<file path="config.mk">
export PLATFORM = sky130hd
export DESIGN_NAME = irq_sched
export DESIGN_NICKNAME = d
export VERILOG_FILES = /design/src/rtl/irq_sched.sv
export SDC_FILE = /design/constraint.sdc
export NUM_CORES = 1
export LEC_CHECK = 0
export ABC_AREA = 0
export ABC_CLOCK_PERIOD_IN_PS = 1800
export BUFFER_PORTS_ARGS = -buffer_cell sky130_fd_sc_hd__buf_4
export CORE_ASPECT_RATIO = 1.1
export CORE_MARGIN = 2
export CORE_UTILIZATION = 46
export CTS_BUF_LIST = sky130_fd_sc_hd__clkbuf_8
export CTS_CLUSTER_DIAMETER = 100
export DETAILED_ROUTE_END_ITERATION = 16
export GPL_TIMING_DRIVEN = 0
export PLACE_DENSITY = 0.79
export SYNTH_ARGS = -nofsm -noshare
export SYNTH_HDL_FRONTEND = slang
export SYNTH_SLANG_ARGS = --single-unit
</file>
<file path="constraint.sdc">
create_clock -name clk -period 1.8 [get_ports clk]
set_clock_uncertainty 0.05 [all_clocks]
set_input_delay 0.27 -clock clk [delete_from_list [all_inputs] [get_ports clk]]
set_output_delay 0.27 -clock clk [all_outputs]
set_load 0.005 [all_outputs]
</file>
<file path="src/rtl/irq_sched.sv">
`default_nettype none
// ============================================================================
//  Module   : irq_sched
//  Purpose  : Fixed-priority, non-nesting interrupt scheduler that redirects
//             instruction fetch through an int_flag/int_addr pair.
//  Revision : 1.0  initial release
// ============================================================================
module irq_sched #(
    parameter int          N_IRQ      = 8,
    parameter logic [31:0] VEC_BASE   = 32'h0000_0100,
    parameter int          VEC_STRIDE = 16
) (
    input  logic             clk,
    input  logic             rst_flag,
    input  logic [N_IRQ-1:0] irq_n,
    input  logic [N_IRQ-1:0] irq_mask,
    input  logic [31:0]      pc,
    input  logic             ctrl_xfer_n,
    input  logic             is_mret,
    output logic             int_flag,
    output logic [31:0]      int_addr,
    output logic [31:0]      epc,
    output logic [3:0]       cause,
    output logic             in_service,
    output logic [N_IRQ-1:0] pending
);

    localparam int               c_SHIFT = $clog2(VEC_STRIDE);
    localparam logic [N_IRQ-1:0] c_ONE   = {{(N_IRQ-1){1'b0}}, 1'b1};

    typedef enum logic [1:0] {
        ST_IDLE    = 2'd0,
        ST_ARM     = 2'd1,
        ST_SERVICE = 2'd2
    } state_t;

    state_t             state_q, state_d;
    logic [N_IRQ-1:0]   sync1_q, sync2_q, sync3_q;
    logic [N_IRQ-1:0]   pending_q, pending_d;
    logic [31:0]        epc_q, epc_d;
    logic [3:0]         cause_q, cause_d;

    logic [N_IRQ-1:0]   w_fall;
    logic [N_IRQ-1:0]   w_active;
    logic [N_IRQ-1:0]   w_clr;
    logic [3:0]         w_sel;
    logic [31:0]        w_vec;
    logic               w_any;
    logic               w_take;

    // sync3 holds the previous synchronized level so a held-low line pends once
    always_ff @(posedge clk or negedge rst_flag) begin
        if (!rst_flag) begin
            sync1_q   <= '1;
            sync2_q   <= '1;
            sync3_q   <= '1;
            pending_q <= '0;
            epc_q     <= '0;
            cause_q   <= '0;
            state_q   <= ST_IDLE;
        end else begin
            sync1_q   <= irq_n;
            sync2_q   <= sync1_q;
            sync3_q   <= sync2_q;
            pending_q <= pending_d;
            epc_q     <= epc_d;
            cause_q   <= cause_d;
            state_q   <= state_d;
        end
    end

    assign w_fall   = sync3_q & ~sync2_q;
    assign w_active = pending_q & irq_mask;
    assign w_any    = |w_active;

    always_comb begin
        w_sel = '0;
        for (int i = N_IRQ - 1; i >= 0; i--) begin
            if (w_active[i]) begin
                w_sel = 4'(i);
            end
        end
    end

    assign w_vec = VEC_BASE + ({28'd0, w_sel} << c_SHIFT);

    always_comb begin
        state_d  = state_q;
        epc_d    = epc_q;
        cause_d  = cause_q;
        w_take   = 1'b0;
        int_flag = 1'b1;
        int_addr = VEC_BASE;
        case (state_q)
            ST_IDLE: begin
                if (w_any) begin
                    state_d = ST_ARM;
                end
            end
            ST_ARM: begin
                int_addr = w_vec;
                if (!w_any) begin
                    state_d = ST_IDLE;
                end else if (ctrl_xfer_n) begin
                    w_take   = 1'b1;
                    int_flag = 1'b0;
                    epc_d    = pc + 32'd4;
                    cause_d  = w_sel;
                    state_d  = ST_SERVICE;
                end
            end
            ST_SERVICE: begin
                int_addr = epc_q;
                if (!is_mret) begin
                    int_flag = 1'b0;
                    state_d  = ST_IDLE;
                end
            end
            default: begin
                state_d = ST_IDLE;
            end
        endcase
    end

    // new falls are OR-ed in after the clear so a same-edge set wins
    assign w_clr     = w_take ? (c_ONE << w_sel) : '0;
    assign pending_d = (pending_q & ~w_clr) | w_fall;

    assign epc        = epc_q;
    assign cause      = cause_q;
    assign pending    = pending_q;
    assign in_service = (state_q == ST_SERVICE);

endmodule
`default_nettype wire

</file>
# Word-level counts from Yosys, hierarchy flattened
# Index checks and enable logic that the tools add are counted.
dict set report totals {
  register_bits 70
  input_bits 52
}
dict set report classes {
  addsub 2
  n_eq_ne 5
  shifts 1
  mux 22
  bitwise 6
  n_reduce_logical 4
}
# op count
set op_table {}
lappend op_table {{$pmux W32 S2} 1}
lappend op_table {{$add A32 B3 Y32 const B} 1}
lappend op_table {{$mux W4} 7}
lappend op_table {{$and A8 B8 Y8} 3}
lappend op_table {{$not A8 Y8} 2}
lappend op_table {{$add A9 B8 Y10 const A} 1}
lappend op_table {{$mux W2} 4}
lappend op_table {{$mux W8} 1}
lappend op_table {{$or A8 B8 Y8} 1}
lappend op_table {{$reduce_or A8 Y1} 1}
lappend op_table {{$shl A1 B4 Y8 const A} 1}
lappend op_table {{$mux W1} 6}
lappend op_table {{$pmux W2 S3} 1}
lappend op_table {{$reduce_and A3 Y1} 2}
lappend op_table {{$ne A2 B2 Y1 const B} 2}
lappend op_table {{$mux W3} 1}
lappend op_table {{$ne A3 B3 Y1 const B} 1}
lappend op_table {{$eq A2 B1 Y1 const B} 1}
lappend op_table {{$eq A2 B2 Y1 const B} 1}
lappend op_table {{$logic_not A2 Y1} 1}
lappend op_table {{$pmux W1 S2} 1}

# Longest topological paths before layout
dict set report depth {
  word_depth 14
  mapped_depth 7
}

# Worst setup path before layout
# OpenSTA, ideal clock, no wires.
dict set report synth_path {
  path_type {register -> register}
  from {reg pending_q[4], in the netlist pending[4]}
  to {reg cause_q[1], in the netlist cause[1]}
  arrival_ns 1.529
  t_required_ns 1.625
  setup_slack_ns 0.096
  stages_incl_launch_ff 5
  path_buffers 0
  synth_period_minus_slack_ns 1.704
  cell_sequence {dfrtp_1 > a22o_4 > nor4_4 > nor2_4 > mux2_4}
}
dict set report synth_between {
  elab_chain_len 6
  elab_cells_between_ends 8
  cone_classes {5 x mux; 1 x bitwise; 2 x reduce/logical}
}
# item line_no
set synth_lines {}
lappend synth_lines {{start, declared} 39} ;# logic [N_IRQ-1:0] pending_q, pending_d;
lappend synth_lines {{start signal, assigned} 65} ;# pending_q <= pending_d;
lappend synth_lines {{$and A8 B8 Y8 *} 73} ;# assign w_active = pending_q & irq_mask;
lappend synth_lines {{$mux W4 (5 in a row)} 79} ;# if (w_active[i]) begin
lappend synth_lines {{end signal, assigned} 67} ;# cause_q <= cause_d;
lappend synth_lines {{end, declared} 41} ;# logic [3:0] cause_q, cause_d;
# Mark *: on every way between the ends. The rest lies on a longest branch, timed or not.
# A chain may end at the register's enable or synchronous reset.

# Final worst setup path
dict set report layout_path {
  from {reg pending_q[5], in the netlist pending[5]}
  to {out int_addr[6]}
}
dict set report layout_between {
  elab_chain_len 9
}
# item line_no
set layout_lines {}
lappend layout_lines {{$and A8 B8 Y8} 73}
lappend layout_lines {{$mux W4 (6 in a row)} 79}
lappend layout_lines {{$add A9 B8 Y10} 85} ;# assign w_vec = VEC_BASE + ({28'd0, w_sel} << c_SHIFT);
lappend layout_lines {{$pmux W32 S2} 94} ;# case (state_q)
lappend layout_lines {{end, declared} 21} ;# output logic [31:0] int_addr,
# No other way between the ends.

==> results by group <==
Worst setup path
  • CP Class: reg2out
  • Max incr delay on CP: 430 ps
  • WP data required: around 1500 ps
  • Slowest stage cell, crit path: dfrtp_1
  • R2R cell count: 7
  • Reg-to-reg critical path endpoint: epc[3]
  • Crit-path max FO: 3
  • Crit path DAT: 1770 ps
  • Register-to-Register Setup Slack: -110 ps
  • R2r startpoint: pending[5]
  • Crit path capture type: primary output
  • Worst setup SP type: flop
  • Crit path cell chain: buf_6, a22o_4, or2_4, a32oi_2, nor2b_1, buf_4

Pwr
  • Sw frac: around a third
  • Maximum VDD drop: 0.759 mV
  • Internal power: 4.62 mW
  • Logic pwr share: 44.5%
  • Clock power frac: around a fifth
  • Lkg Pwr: 2.28 nW
  • Final Power: 7.03 mW
  • Pwr Density: 1350 nW/um2
  • NetSw: approximately 2.4 mW
  • Sequential Power Share: 35.5%

Timing
  • Worst-Margin Slew: 842 ps
  • Setup violators final: 67
  • Final hold vios: 19
  • Worst Hold Slack: -13.1 ps
  • Max Fclk: about 0.48 GHz
  • Period utilization: 116%
  • Final setup margin: -293 ps
  • Slew headroom: 43.9%
  • Min Clock Period, post-route: ~2100 ps
  • RSZ-0062 raised after global routing: true
  • Fin. max-slew vios: 0

GRT
  • GRT Util Overall: 23.3%
  • Vias in the first global route: 3063
  • First-pass GRT wire length: 14600 um
  • Largest net degree at the start of global routing: 70
  • GRT overflow: 0
  • Initial antenna violation count: 0

Clocking
  • CTS tree: yes
  • CTS Buffer Depth: 2
  • Clock insertion delay at the later pin of the skew report: between 300 and 400 ps
  • Num CTS Buffers: 9
  • H-tree Lvls: 3
  • CTS sink cnt: between 60 and 70
  • CTS root buf: clkbuf_8
  • Worst-path clk slew: 80 ps

Routing
  • Routed met3 length: ~660 um
  • DRT Wirelength: 9600 um
  • Metal-1 WL: just under 4000 um
  • DR vias/cell: between 5 and 6
  • DRT Pass-1 Iters: 5
  • WL met2: a little under 5000 um
  • 1st-iter DRT viols: roughly 120
  • Routed via count: around 3200
  • DR top layer: met4
  • Routed Antenna Nets: 0
  • Drt wl/cell: roughly 16 um
  • DRC: 0

Placed design
  • DP Area: roughly 4500 um2
  • DP Worst Slack: -227 ps
  • Placer Congestion: between 0.9 and 1
  • I/O Buffers: 128
  • Dpl hpwl: between 6000 and 7000 um

Floorplan
  • I/O Pins: 130
  • DIE AREA: 8100 um2
  • Die X-Extent: between 80 and 90 um
  • Die height: between 90 and 100 um
  • Row count: 32
  • Core footprint: 7090 um2
  • Initial Util: approximately 48%

Synthesis
  • Netlist cell types: 42
  • Seq cells post-synth: 69
  • Post-synth top area share: 33.1%
  • Post-synth EDFFs: 0
  • Synth Warn #: 0
  • Post-Syn Nets: 389
  • Post-Syn Instances: about 330
  • Main synth FF type: dfrtp_1
  • Yosys top cell by area: dfrtp_1
  • Syn_area_per_cell: between 10 and 15 um2
  • Sequential-to-total area share from yosys stat: roughly half
  • Async set-reset flop share out of synthesis: between 90% and 100%
  • Synth Cell Area: between 3000 and 4000 um2
  • Ranking of synthesized cells by area: dfrtp_1, dfstp_2, and2_1

Cells and area
  • Finished Cell Area: ~5200 um2
  • Layout net count: 552
  • Layout area overhead: 53.4%
  • Final core utilization: 73.6%
  • Layout filler cell count: 498
  • Share of cells above drive strength 1: a little over half
  • Antenna cells: 0

Status
  • Status: complete, but fails checks
  • Violated checks: hold timing, setup timing

Worst hold path
  • Worst Hold Class: in2async

Run
  • Maximum capacitance violations: 0
## cell families after synthesis
logic type / Yosys count / synth area share [%]
compound gates: 67 / 12.1
other cells: 1 / 0.110
fa+ha+maj: 4 / 1.47
buf+inv: 24 / 4.12
mux: 4 / 1.77
xor+xnor: 28 / 7.21
flops: 69 / 51.7
simple gates: 136 / 21.6
## cell type report
cell class | instances | area (um2) | area share [%]
Sequential cell | 69 | 1760 | 33.7
Tap cell | 85 | 106 | 2.04
Clock inverter | 7 | 98.8 | 1.89
Buffer | 11 | 161 | 3.09
Multi-Input combinational cell | 240 | 1730 | 33.1
Timing Repair Buffer | 152 | 1200 | 22.9
Inverter | 13 | 48.8 | 0.935
Clock buffer | 9 | 124 | 2.37
## routing by layer
metal / vias up / track usage, %
met2: 144 / 38.2
met3: 23 / 5.01
met5: - / 0
li1: 1473 / -
met4: 0 / 10.1
met1: 1544 / 29.6
## power groups by stage
stage          Clock [mW]  Combinational (mW)  Sequential, mW
6_report             1.41                3.13            2.49
5_1_grt              1.51                3.37            2.55
4_1_cts              1.43                2.86            2.42
3_5_place_dp            0                2.56            2.43
3_3_place_gp            0                2.50            2.40
2_1_floorplan           0                1.15            2.38
## synthesized netlist by cell type, types with 2 or more instances
| cell type | number |
|---|---|
| a21oi_1 | 31 |
| a21oi_2 | 2 |
| a22o_1 | 3 |
| a22o_2 | 2 |
| a22oi_1 | 3 |
| a32oi_1 | 2 |
| and2_1 | 30 |
| and3_1 | 4 |
| and4_1 | 2 |
| buf_6 | 6 |
| clkbuf_1 | 3 |
| dfrtp_1 | 45 |
| dfstp_2 | 24 |
| ha_1 | 4 |
| inv_1 | 13 |
| mux2_4 | 4 |
| nand2_1 | 18 |
| nand3_1 | 15 |
| nand4_1 | 14 |
| nor2_1 | 40 |
| nor2b_1 | 3 |
| nor4_1 | 2 |
| o21ai_0 | 18 |
| xnor2_1 | 10 |
| xor2_1 | 18 |
## how the worst max path moves through the flow
stage | start | end | slack (ps) | cells past startpoint
after floorplan | pending[4] | cause[1] | 100 | 4
after global placement | state_q[0] | int_addr[6] | -200 | 6
after detailed placement | state_q[0] | int_addr[6] | -230 | 6
after CTS | pending[2] | int_addr[4] | -230 | 6
after global routing | pending[2] | int_addr[4] | -350 | 6
final | pending[5] | int_addr[6] | -290 | 6
## cells in the final DEF, fill, tap and decap left out, drive strengths merged, types with 6 or more instances in the layout
cell type / n
o21ai: 18
xnor2: 10
inv: 16
a21oi: 33
clkbuf: 10
dfrtp: 45
nand3: 15
a22o: 6
dlygate4sd3: 8
and2: 30
dfstp: 24
nor2: 42
buf: 154
nand4: 14
xor2: 18
nand2: 18
## worst max-delay path, delay by kind of cell, from the launching register on
family	cells	cell delay (ps)
AOI/OAI and AO/OA	2	430
DFF	1	430
and+or+nand+nor	2	310
buffers and inverters	2	270
## flip-flops by register name (all words and copies together) (netlist names)
register / cells
state_q: 2
cause: 3
sync3_q: 8
epc: 32
sync1_q: 8
sync2_q: 8
pending: 8
## what timing repair did
item                                    4_1_cts  5_1_grt
endpoints found under the setup margin       71       72
endpoints found under the hold margin         8        0
buffers inserted                             12        5
hold buffers                                  8        0
gates resized for setup                      38       49
pin swaps                                     9        9
## per-stage QoR
stage / instances / hold slack [ps] / TNS, ps
final: 586 / -13.1 / -4510
after global routing: 586 / 44.0 / -7970
after global placement: 546 / 296 / -2180
after floorplan: 333 / -75.6 / 0
after CTS: 582 / 5.62 / -932
after detailed placement: 546 / 297 / -5710
(Power assumes the default switching activity.)
